## src/rtl/repadd_sched.sv

```systemverilog
// Round-robin scheduler sharing one repeated-addition multiplier datapath.
// Optional: define REPADD_ZERO_SKIP_EN to finish at once on a zero multiplicand.
module repadd_sched #(
   parameter int NREQ = 4,
   parameter int W    = 16,
   parameter int IDW  = 2
) (
   input  logic              clk,
   input  logic              rst,
   input  logic [NREQ-1:0]   req,
   input  logic [NREQ*W-1:0] a_in,
   input  logic [NREQ*W-1:0] b_in,
   output logic [NREQ-1:0]   gnt,
   output logic              busy,
   output logic              done,
   output logic [IDW-1:0]    done_id,
   output logic [W-1:0]      din,
   output logic              ldA,
   output logic              ldB,
   output logic              ldP,
   output logic              clrP,
   output logic              decB,
   input  logic              eqz
);

   localparam logic [2:0] S_IDLE = 3'd0;
   localparam logic [2:0] S_LDA  = 3'd1;
   localparam logic [2:0] S_LDB  = 3'd2;
   localparam logic [2:0] S_CHK  = 3'd3;
   localparam logic [2:0] S_ADD  = 3'd4;
   localparam logic [2:0] S_DONE = 3'd5;

   logic [2:0]      state_q, state_d;
   logic [NREQ-1:0] gnt_q, gnt_d;
   logic [IDW-1:0]  sel_q, sel_d;
   logic [IDW-1:0]  ptr_q, ptr_d;

   logic [NREQ-1:0] above;
   logic [NREQ-1:0] masked;
   logic [IDW-1:0]  win;
   logic            found;
   logic [W-1:0]    a_sel;
   logic [W-1:0]    b_sel;

   // Requesters above the pointer win first; otherwise wrap to the lowest index.
   always_comb begin
      above = '0;
      for (int j = 0; j < NREQ; j++) begin
         above[j] = (j > int'(ptr_q));
      end
      masked = req & above;
      found  = |req;
      win    = '0;
      for (int j = NREQ - 1; j >= 0; j--) begin
         if (req[j]) win = IDW'(j);
      end
      if (|masked) begin
         for (int j = NREQ - 1; j >= 0; j--) begin
            if (masked[j]) win = IDW'(j);
         end
      end
   end

   always_comb begin
      a_sel = '0;
      b_sel = '0;
      for (int j = 0; j < NREQ; j++) begin
         if (sel_q == IDW'(j)) begin
            a_sel = a_in[j*W +: W];
            b_sel = b_in[j*W +: W];
         end
      end
   end

   always_comb begin
      state_d = state_q;
      gnt_d   = gnt_q;
      sel_d   = sel_q;
      ptr_d   = ptr_q;
      unique case (state_q)
         S_IDLE: begin
            if (found) begin
               gnt_d = '0;
               for (int j = 0; j < NREQ; j++) begin
                  if (win == IDW'(j)) gnt_d[j] = 1'b1;
               end
               sel_d   = win;
               ptr_d   = win;
               state_d = S_LDA;
            end
         end
         S_LDA: state_d = S_LDB;
         S_LDB: begin
`ifdef REPADD_ZERO_SKIP_EN
            state_d = (a_sel == '0) ? S_DONE : S_CHK;
`else
            state_d = S_CHK;
`endif
         end
         S_CHK: state_d = eqz ? S_DONE : S_ADD;
         S_ADD: state_d = S_CHK;
         S_DONE: begin
            gnt_d   = '0;
            state_d = S_IDLE;
         end
         default: begin
            gnt_d   = '0;
            state_d = S_IDLE;
         end
      endcase
   end

   always_ff @(posedge clk or posedge rst) begin
      if (rst) begin
         state_q <= S_IDLE;
         gnt_q   <= '0;
         sel_q   <= '0;
         ptr_q   <= IDW'(NREQ - 1);
      end else begin
         state_q <= state_d;
         gnt_q   <= gnt_d;
         sel_q   <= sel_d;
         ptr_q   <= ptr_d;
      end
   end

   // Outputs decode straight from state so reset clears them immediately.
   always_comb begin
      din     = '0;
      ldA     = 1'b0;
      ldB     = 1'b0;
      ldP     = 1'b0;
      clrP    = 1'b0;
      decB    = 1'b0;
      done    = 1'b0;
      done_id = '0;
      unique case (state_q)
         S_LDA: begin
            din = a_sel;
            ldA = 1'b1;
         end
         S_LDB: begin
            din  = b_sel;
            ldB  = 1'b1;
            clrP = 1'b1;
         end
         S_ADD: begin
            ldP  = 1'b1;
            decB = 1'b1;
         end
         S_DONE: begin
            done    = 1'b1;
            done_id = sel_q;
         end
         default: ;
      endcase
   end

   assign gnt  = gnt_q;
   assign busy = (state_q != S_IDLE);

endmodule

```

## config.mk

```make
export PLATFORM = sky130hd
export DESIGN_NAME = repadd_sched
export DESIGN_NICKNAME = d
export VERILOG_FILES = /design/src/rtl/repadd_sched.sv
export SDC_FILE = /design/constraint.sdc
export NUM_CORES = 1
export LEC_CHECK = 0
export ABC_AREA = 1
export CAP_MARGIN = 30
export CORE_UTILIZATION = 34
export CTS_BUF_LIST = sky130_fd_sc_hd__clkbuf_2
export CTS_CLUSTER_DIAMETER = 40
export DETAILED_ROUTE_END_ITERATION = 12
export HOLD_SLACK_MARGIN = 0.15
export PLACE_DENSITY = 0.95
export SYNTH_ARGS = -nofsm -noshare
export SYNTH_HDL_FRONTEND = slang
export SYNTH_SLANG_ARGS = --single-unit
```

## constraint.sdc

```tcl
create_clock -name clk -period 2.5 [get_ports clk]
set_clock_uncertainty 0.2 [all_clocks]
set_input_delay 0.5 -clock clk [delete_from_list [all_inputs] [get_ports clk]]
set_output_delay 0.5 -clock clk [all_outputs]
set_load 0.02 [all_outputs]
```

# After elaboration in Yosys (flattened, before gate mapping)

Cells that the tools add are included.

Order comparisons: 3
Equality and inequality tests: 12
Mux-type cells: 32
Bitwise gates (word level): 2
Reductions and logical operators: 10

Operator list:

| kind                                                                | count |
|---|---|
| 16-bit 2-to-1 mux                                                   | 8 |
| 16-bit one-hot mux with 2 select lines                              | 1 |
| 2-bit 2-to-1 mux                                                    | 10 |
| 3-bit one-hot mux with 4 select lines                               | 1 |
| 4-bit OR reduction                                                  | 3 |
| 1-bit 2-to-1 mux                                                    | 9 |
| 2-bit == test, second input constant                                | 4 |
| 4-bit one-hot mux with 2 select lines                               | 1 |
| 3-bit by 2-bit == test with 1-bit output, second input constant     | 2 |
| 3-bit == test, second input constant                                | 2 |
| 4-bit AND                                                           | 1 |
| 2-bit by 1-bit == test with 1-bit output, second input constant     | 2 |
| 2-bit > comparator, first input constant                            | 2 |
| 2-bit logical NOT                                                   | 2 |
| 4-bit 2-to-1 mux                                                    | 1 |
| 2-bit AND reduction                                                 | 2 |
| 3-bit by 1-bit == test with 1-bit output, second input constant     | 1 |
| 3-bit logical NOT                                                   | 1 |
| 3-bit 2-to-1 mux                                                    | 1 |
| 3-bit nonzero test                                                  | 1 |
| 1-bit by 2-bit > comparator with 1-bit output, first input constant | 1 |
| 2-bit inequality test, second input constant                        | 1 |
| 2-bit OR reduction                                                  | 1 |
| 1-bit NOT                                                           | 1 |

Flip-flop bits (word level): 11
Bits of input ports: 135
Output and inout bits: 29

# Longest topological paths before layout

Gate-level depths: netlist (run 1).

Depth in word-level cells: 13
Depth in mapped cells: 9

# Worst setup path after synthesis (run 1)

No wires, ideal clock.

Path type: register to output
Start point: reg state_q[0]
End point: out done_id[0]
Arrival time: 1381 ps
Required time: 1800 ps
Setup slack: 419 ps
Stages on the path, launching flop included: 5
Cell sequence: dfrtp_1 inv_2 nor3_1 inv_1 nor2_1

Word-level cells in the longest chain between the ends: 2

RTL lines:

| element                | RTL line | text |
|---|---|---|
| start, declared        | 33       | `logic [2:0] state_q, state_d;` |
| start signal, assigned | 120      | `state_q <= state_d;` |
| 3-bit == test          | 137      | `unique case (state_q)` |
| 2-bit 2-to-1 mux       | 137      |  |
| end, declared          | 16       | `output logic [IDW-1:0] done_id,` |

No other way between the ends.

# Worst setup path in the final report (run 1)

Start point: reg sel_q[0]
End point: out din[11]

Word-level cells in the longest chain between the ends: 6

RTL lines:

| element                                    | RTL line | text |
|---|---|---|
| start, declared                            | 35       | `logic [IDW-1:0] sel_q, sel_d;` |
| start signal, assigned                     | 122      | `sel_q <= sel_d;` |
| 2-bit logical NOT                          | 68       | `if (sel_q == IDW'(j)) begin` |
| 16-bit 2-to-1 mux (4 in a row)             | 68       |  |
| 16-bit one-hot mux with 2 select lines (*) | 137      |  |
| end, declared                              | 17       | `output logic [W-1:0] din,` |

Mark *: on every way between the ends. The rest lies on a longest branch, timed or not.

==> impl_summary.md, run 1 <==
Floorplanning
The horizontal die dimension is 72.95 um. The total area inside the core boundary comes to between 0.004 and 0.005 mm2. The die is 72.95 um tall. Once the floorplan was initialized, standard cells occupied 35.76% of the core. The floorplan has 25 rows. The floorplan die area is 0.005322 mm2. The number of top-level design ports is approximately 160.

Logic synthesis
Sequential cells were found to cover 16.23% of the synthesized design area. The Yosys step of the flow raised 0 warnings. The synthesized netlist devotes 43.86% of its cell area to simple gates. The mapped netlist covers 0.001712 mm2. The complex-gate fraction of the synthesized area is 25.22%. The combinational family with the most area after synthesis is simple AND/OR/NAND/NOR gates. In the post-synthesis netlist, the biggest area contributors are nand2_1 (18%), nand3_1 (15%), dfrtp_1 (13%). The mux contribution to synthesized area is 0%. After synthesis, the largest area contributor takes up 17.76% of total cell area. Counting flops and latches in the post-synthesis netlist gives 11. The synthesized area per cell is 5.400 um2.

Synthesis instantiated 21 different standard cells from the library. nand2_1 takes more of the synthesized area than any other cell. The xor and xnor area share after synthesis is 0%.

The post-synthesis net count is 452. The adder-cell share of the synthesized area is 0%. The number of standard cells after synthesis is roughly 320.

Worst setup path
The endpoint class of the critical path is a primary output. The cell depth of the worst flop-to-flop path is 6. In this run the number of cells on the critical path is 10. The signal on the critical path passes through buf_12 -> nor2_4 -> buf_12 -> buf_6 -> nand2_1 -> o211ai_1 -> nand2_1 -> nand3_2 -> nand2_1 -> buf_2.

The biggest cell delay along the critical path is about 480 ps. The worst register-to-register path ends at gnt[3]. In this run the critical register-to-register path is launched from state_q[0]. The top cell family by delay on the critical path is buffers and inverters. The number of buffer and inverter stages on the critical path is 4. The required time at the worst-slack endpoint is 1800 ps. The arrival time reported for the critical path endpoint is 1800 ps.

The most common cell type on the critical path is nand2_1. In this run the register-to-register setup slack is 850 ps. The cell type of the slowest stage on the worst timing path is dfrtp_2. Along the worst path, the maximum fanout reaches 9.

The class of the most critical setup path is flip-flop to primary output. The critical path startpoint category is a flip-flop. The launching instance or port of the critical path is sel_q[0].

Outcome
The run finished, with violations left. The checks that failed: setup timing.

GRT
The number of global-route vias before repair was 2746. The pin count of the biggest net entering global routing is 28. The first global-routing pass estimated ~12 mm of wire. Global routing consumed, over all layers together, 28.77% of the routing resources. The total grt overflow is 0. The initial antenna violation count is 0.

Power and ir drop
The clock network accounts for under 10% of the total power. The analysis attributes to cell leakage a power of 1.665 nW. The internal power of the cells totals roughly 0.0017 W.

The combinational fraction of design power is about 87%. Per report_power, the sequential group accounts for around a tenth of the total. Of the total power, the share spent switching nets is 52.73%. The analysis attributes to net switching a power of between 0.0015 and 0.002 W.

The peak ir drop on the vdd network is 0.7690 mV. Dividing total power by cell area gives a power density of 1015 mW/mm2.

Clock tree
CTS built an H-tree with a depth of 1. The tree built by TritonCTS fans out to 11 sinks. In this run the deepest clock path goes through 2 buffers.

The later pin in the worst-skew pair is clocked with a latency of 290 ps. The cell sitting at the root of the clock tree is a clkbuf_2. The number of buffers created by CTS is 3.

TritonCTS built the clock tree. The post-CTS clock slew at the launch and capture registers of the worst setup and hold paths is around 130 ps. The hold buffer count at cts is 0.

Drt
The per-cell routed wire length is 14.55 um. The total iterations of the first detailed-routing run is 5. The final layout contains routed wiring with a total length of about 8.1 mm. The number of remaining DRC errors is 0. In this run, the number of DRC markers left after iteration 0 of detailed routing was 178. The detail route stage leaves a number of antenna-violating nets equal to 0. The total number of vias is roughly 2.8k.

The ratio of routed vias to standard cells is between 5 and 6.

STA
The fmax is 399.5 MHz. Setup violations remaining at the end of the flow were counted as 2. The final worst slack is -3.115 ps. The transition time at the pin with the least slew margin is between 400 and 500 ps. Counting I/O delays and the setup requirement, the final critical path takes 2503 ps.

Setup repair after global routing could not meet its margin everywhere. The final number of max-transition violations is 0. The final-report hold violation count came to 0. The worst pin sits at a relative slew slack of 72.89%. Of the available clock period, the critical path in the final layout requires 100.1%.

Finish
From synthesis to final layout, the design area changed by 111.0%. Cells with a size suffix above 1 make up 13.50% of the layout. The final standard cell count with taps included and fillers excluded is 556. The final antenna diode count is 0. At the end of the flow, the number of nets in the layout was 625.

The library cells used most frequently in the layout, excluding fill and tap cells, are clkdlybuf4s50_1 (142), nand2_1 (81), nand3_1 (51). The most frequent standard cell in the layout excluding fill and tap cells is clkdlybuf4s50_1. The final core utilization is 75.45%.

The number of fillers in the final layout is 392.

Place
The quantity of I/O buffers inserted on ports is between 150 and 200. The wire-length estimate of the detail-placed layout is 6.509 mm. Counting tap cells, the placed design contains a total of 549 instances. Routability-driven placement finished with a final weighted congestion of 0.8867.

Min path
The min-delay analysis places its worst path in the category input port to asynchronous set/reset pin.

Job
The max-cap check violation count is 0.
## flip-flops by register name, summed over array words and instances (netlist names)
name / cells
state_q: 3
sel_q: 2
gnt: 4
ptr_q: 2
## synth_stat cells
| library cell | instances |
|---|---|
| nand2_1 | 81 |
| nand3_1 | 53 |
| inv_1 | 33 |
| o21ai_0 | 32 |
| o21ai_1 | 23 |
| nor2_1 | 22 |
| o211ai_1 | 18 |
| clkbuf_1 | 9 |
| dfrtp_1 | 9 |
| buf_2 | 6 |
| buf_4 | 6 |
| inv_2 | 5 |
| nor3_1 | 5 |
| or2_2 | 5 |
| or2_1 | 3 |
| dfstp_2 | 2 |
| a21oi_1 | 1 |
| a21oi_4 | 1 |
| nand4_1 | 1 |
| nor2_2 | 1 |
| nor2_4 | 1 |
## worst reg2reg max path, delay by kind of cell, from the launching register on
family	cells	cell delay [ps]
AND/OR/NAND/NOR	4	620
AO/OA/AOI/OAI	2	330
flip-flops	1	420
## routing by layer
metal	track usage, %	up-vias	part of all wire, %
met5	0	-	0
met4	14.81	0	4.2
met3	5.801	39	8.4
met2	51.82	159	49
met1	31.90	1255	38
li1	-	1395	-
## per-stage QoR
stage / instance area (um2) / setup TNS (ps) / hold slack [ps] / power, W / setup slack, ps
after floorplan: 1712 / 0 / 151.0 / 0.002054 / 419.2
after global placement: 3578 / -2471 / 275.4 / 0.003465 / -218.1
after detailed placement: 3578 / -2955 / 271.9 / 0.003543 / -243.0
after CTS: 3606 / 0 / 309.9 / 0.003582 / 0.9451
after global routing: 3611 / -488.3 / 340.2 / 0.003919 / -71.32
final: 3611 / -3.433 / 281.2 / 0.003665 / -3.115
## layout make-up
class                   count  area, um2  share of cell area (%)
repair buffers            189       1882                   52.11
flip-flops and latches     11      280.3                   7.762
multi-input cells         247       1197                   33.16
clock buffers               3      15.01                  0.4158
well taps                  67      83.83                   2.322
inverters                  38      147.6                   4.089
clock inverters             1      5.005                  0.1386
## power groups by stage
stage / clock, W / combinational [W] / sequential, W
after detailed placement: 0 / 0.00318 / 0.000359
after floorplan: 0 / 0.00170 / 0.000355
after global routing: 0.000110 / 0.00343 / 0.000375
after global placement: 0 / 0.00311 / 0.000357
final: 0.000105 / 0.00320 / 0.000365
after CTS: 0.0000980 / 0.00312 / 0.000362
## what timing repair did
item | 4_1_cts | 5_1_grt
setup endpoints to repair | 20 | 18
resized for setup | 51 | 37
setup buffers | 0 | 3
pin swaps | 1 | 1
## worst max path at each step
stage and end:
3_5_place_dp din[8], 4_1_cts clrP, 2_1_floorplan done_id[0], 5_1_grt din[9], 6_report din[11], 3_3_place_gp din[15]
## cell families after synthesis
kind of cell | Yosys count
compound gates | 75
buf+inv | 59
simple gates | 172
flops | 11
(Power assumes the default switching activity.)
==> run 2: changes to the inputs <==
==> config.mk (replaced) <==
export PLATFORM = sky130hd
export DESIGN_NAME = repadd_sched
export DESIGN_NICKNAME = d
export VERILOG_FILES = /design/src/rtl/repadd_sched.sv
export SDC_FILE = /design/constraint.sdc
export NUM_CORES = 1
export LEC_CHECK = 0
export CAP_MARGIN = 30
export CORE_UTILIZATION = 31
export CTS_BUF_LIST = sky130_fd_sc_hd__clkbuf_2
export CTS_CLUSTER_DIAMETER = 40
export DETAILED_ROUTE_END_ITERATION = 12
export HOLD_SLACK_MARGIN = 0.15
export PLACE_DENSITY = 0.9
export SYNTH_ARGS = -nofsm -noshare
export SYNTH_HDL_FRONTEND = slang
export SYNTH_SLANG_ARGS = --single-unit
==> constraint.sdc (replaced) <==
create_clock -name clk -period 2.6 [get_ports clk]
set_clock_uncertainty 0.2 [all_clocks]
set_input_delay 0.52 -clock clk [delete_from_list [all_inputs] [get_ports clk]]
set_output_delay 0.52 -clock clk [all_outputs]
set_load 0.02 [all_outputs]
==> run 2 against run 1 <==
Against the previous run:
- the flow still finishes with violations (setup timing)
- cell count fell by 21%
- non-clock buffer count up 5
- critical path depth shrank 4
==> impl_summary.md, run 2 <==
Outcome
The flow ran to the end, but the final reports show violations. The checks that failed: setup timing.

Worst setup path
The highest net fanout along the worst path is 11 (+2). The worst setup path is of the flip-flop to primary output kind. The critical path startpoint category is a flip-flop. The endpoint class of the critical path is a primary output. The arrival time reported for the critical path endpoint is 1940 ps (+140 ps). The required time at the worst-slack endpoint is 1880 ps (+80 ps).

Logic synthesis
By area the synthesized netlist is led by mux4_2 (24%), dfrtp_1 (13%), a22o_1 (5.7%). Sorting the synthesized cells by how often they occur yields nand2_1 (22), mux4_2 (18), nor2_1 (12). The distinct cell type count of the synthesized netlist is 42 (+100%).

The mux contribution to synthesized area is 27.56% (+28 points). The library cell occupying the most area in the post-synthesis netlist is mux4_2. The adder-cell share of the synthesized area is 0% (unchanged). The share of flip-flops with an asynchronous set or reset is 100.0% (unchanged). The synthesized area per cell was 8.890 um2 (+65%).

The most used standard cell by instance count after synthesis is nand2_1. The number of standard cells after synthesis is 190 (-40%). The number of warnings printed during yosys synthesis came to 0 (unchanged).

Among all flip-flop cells after synthesis, the most frequent one is dfrtp_1. The synthesized area came to 0.001689 mm2 (-1.3%). After synthesis, the largest family of logic cells by area is compound AO/OA/AOI/OAI gates.

The number of enable-type register cells in the synthesized netlist is 0 (unchanged). The register bit count reported by yosys is 11 (unchanged). The complex-gate fraction of the synthesized area was 29.33% (+4.1 points). The share of synthesized area occupied by flip-flops and latches was 16.44% (+0.22 points). The simple-gate share of the synthesized area is 17.70% (-26 points). The xor and xnor area share after synthesis is 0.5185% (+0.52 points).

The post-synthesis net count is 325 (-28%). The share of the synthesized area in the top cell type was 24.00% (+6.2 points).

Clock tree
The post-CTS clock slew at the launch and capture registers of the worst setup and hold paths was 120 ps (about the same). The maximum root-to-sink buffer count is 2 (unchanged). The maximum level of the CTS H-tree is 1 (unchanged). The cell chosen for the clock root is clkbuf_2. The CTS sink count was 11 (unchanged). TritonCTS built the clock tree. The number of buffers created by CTS is 3 (unchanged). The hold buffer count at cts was 0 (unchanged). The insertion delay to the later sink of the worst-skew pair is 260 ps (-30 ps).

Power and ir drop
The peak ir drop on the vdd network was 0.5996 mV (-22%). The total power per unit cell area is 1009 mW/mm2 (-0.58%). The static leakage is 1.569 nW (-5.8%). The post-layout total power was 0.003822 W (+4.3%).

Drt
The total number of vias is 2313 (-19%). The number of remaining DRC errors is 0 (unchanged). The per-cell routed wire length is 17.19 um (+18%). The initial DRC count is 43 (-76%). The post-detailed-routing wire length is 7.582 mm (-6.3%). The total iterations of the first detailed-routing run is 4 (-1). The number of routed nets with antenna violations is 0 (unchanged). The ratio of routed vias to standard cells was 5.245 (+2.4%).

Finish
The post-synthesis to final-layout area growth is 124.2%. The number of flip-flops under the largest register name came to 4 (unchanged). The most frequent standard cell in the layout excluding fill and tap cells is clkdlybuf4s50_1. The finished layout cell area is 0.003787 mm2 (+4.9%).

The final antenna diode count is 0 (unchanged). The final core utilization is 73.22% (-2.2 points). The fraction of layout cells with a size suffix above 1 is 30.19% (+17 points). The number of nets in the finished design was 507 (-19%). The number of fillers in the final layout is 376 (-4.1%). In the layout the commonest cells are clkdlybuf4s50_1 (134), buf_4 (24), nand2_1 (21).

Floorplanning
The area of the core is 0.005172 mm2 (+8.1%). The horizontal die dimension is 75.82 um (+3.9%). The count of standard-cell rows came to 26 (+4.0%). The floorplan die area is 0.005748 mm2 (+8.0%).

The die height is 75.82 um (+3.9%). The number of top-level design ports is 164 (unchanged). The initial standard-cell utilization of the core came to 32.66% (-3.1 points).

STA
The smallest hold slack is 315.8 ps (+34.59 ps). After layout, the minimum clock period comes to 2656 ps. Of the available clock period, the critical path in the final layout requires 102.1%. The final-report hold violation count is 0 (unchanged).

Setup repair after global routing could not meet its margin everywhere. The final worst slack is -55.79 ps (-52.68 ps). The final number of max-transition violations is 0 (unchanged). The transition time at the pin with the least slew margin is 415.7 ps (+9.487 ps). The fmax is 376.5 MHz. The final setup violation count is 9 (+7). The worst relative slew slack is 72.26% (-0.63 points).

Place
The setup slack at placement is -683.4 ps (-440.4 ps). The quantity of I/O buffers inserted on ports is 163 (unchanged). The weighted congestion at the end of routability-driven global placement is 0.8940 (+0.82%). The post-detailed-placement half-perimeter wirelength was 5.864 mm (-9.9%). The area of placed instances is 0.003526 mm2 (-1.5%).

GRT
The initial antenna violation count is 0 (unchanged). The pin count of the biggest net entering global routing is 15 (-46%). The wire length of the first global-routing pass is 10.93 mm (-8.8%). The number of global-route vias before repair is 2389 (-13%). The total grt overflow came to 0 (unchanged).

The combined global-route utilization of all metal layers was 25.28% (-3.5 points).

Min path
The min-delay analysis places its worst path in the category flip-flop to flip-flop.

Job
The max-cap check violation count came to 0 (unchanged).
-- run 2: changes by cell type after synthesis, moves of 10 or more --
cell	change
o21ai_1	-14
o21ai_0	-23
mux4_2	+18
nand2_1	-59
o211ai_1	-17
nor2_1	-10
a22o_1	+11
inv_1	-24
nand3_1	-52
-- run 2: path summary, 6_finish.rpt --
path / from / end / slack, ps / cells past startpoint
max in group asynchronous: rst / ptr_q[0] / 1550 / 2
hold reg to reg: gnt[0] / gnt[0] / 320 / 1
setup reg to reg: state_q[0] / gnt[0] / 770 / 5
hold / removal: gnt[0] / gnt[0] / 320 / 1
min in group asynchronous: rst / state_q[1] / 330 / 2
setup / recovery: sel_q[0] / din[12] / -60 / 6
-- run 2: report_power, final --
group / switching (W) / internal [W] / total (W) / leakage, nW
Combinational: 0.00164 / 0.00176 / 0.00340 / 1.42
Clock: 0.0000610 / 0.0000348 / 0.0000958 / 0.0164
Sequential: 0.0000660 / 0.000260 / 0.000326 / 0.134
-- run 2: kinds of logic after synthesis --
group | count (synthesis)
AOI/OAI and AO/OA | 71
xor gates and xnor gates | 1
buffers and inverters | 26
DFF | 11
muxes | 24
and+or+nand+nor | 57
-- run 2: stage by stage --
step,TNS (ps),std cells
global route,-1092,441
detailed placement,-7047,431
floorplan,0,190
finish,-269.7,441
CTS,-331.8,440
global placement,-6789,431
-- run 2: final cells by class --
class	instances	area [um2]	area share, %
clock buffer	3	15.01	0.3964
clock inverter	1	5.005	0.1321
inverter	9	33.78	0.8920
multi-input combinational	153	1453	38.35
sequential	11	279.0	7.367
tap	70	87.58	2.313
timing repair buffer	194	1914	50.55
-- run 2: critical path, cell delays in order, from the launching register on --
cell      delay [ps]
dfrtp_2          470
buf_12           160
or3b_4           410
a21oi_4          150
o21ai_1           70
a211oi_1         200
buf_2            200
-- run 2: per-layer routing --
metal	track usage, %	share of wire [%]
met5	0	0
met4	12.55	3.2
met3	4.365	8.3
met2	48.28	53
met1	26.38	35
-- run 2: repair_timing --
item,CTS,global route
cloned,1,0
gates resized for setup,126,29
endpoints found under the setup margin,24,21
pin swaps,19,6
buffers inserted,4,1
==> run 3: changes to the inputs <==
--- a/config.mk
+++ b/config.mk
@@ -9,6 +9,7 @@
 export CORE_UTILIZATION = 31
 export CTS_BUF_LIST = sky130_fd_sc_hd__clkbuf_2
 export CTS_CLUSTER_DIAMETER = 40
+export CTS_CLUSTER_SIZE = 28
 export DETAILED_ROUTE_END_ITERATION = 12
 export HOLD_SLACK_MARGIN = 0.15
 export PLACE_DENSITY = 0.9
==> results of run 3 <==
The final DEF is identical to that of run 2; final timing and power are the same.
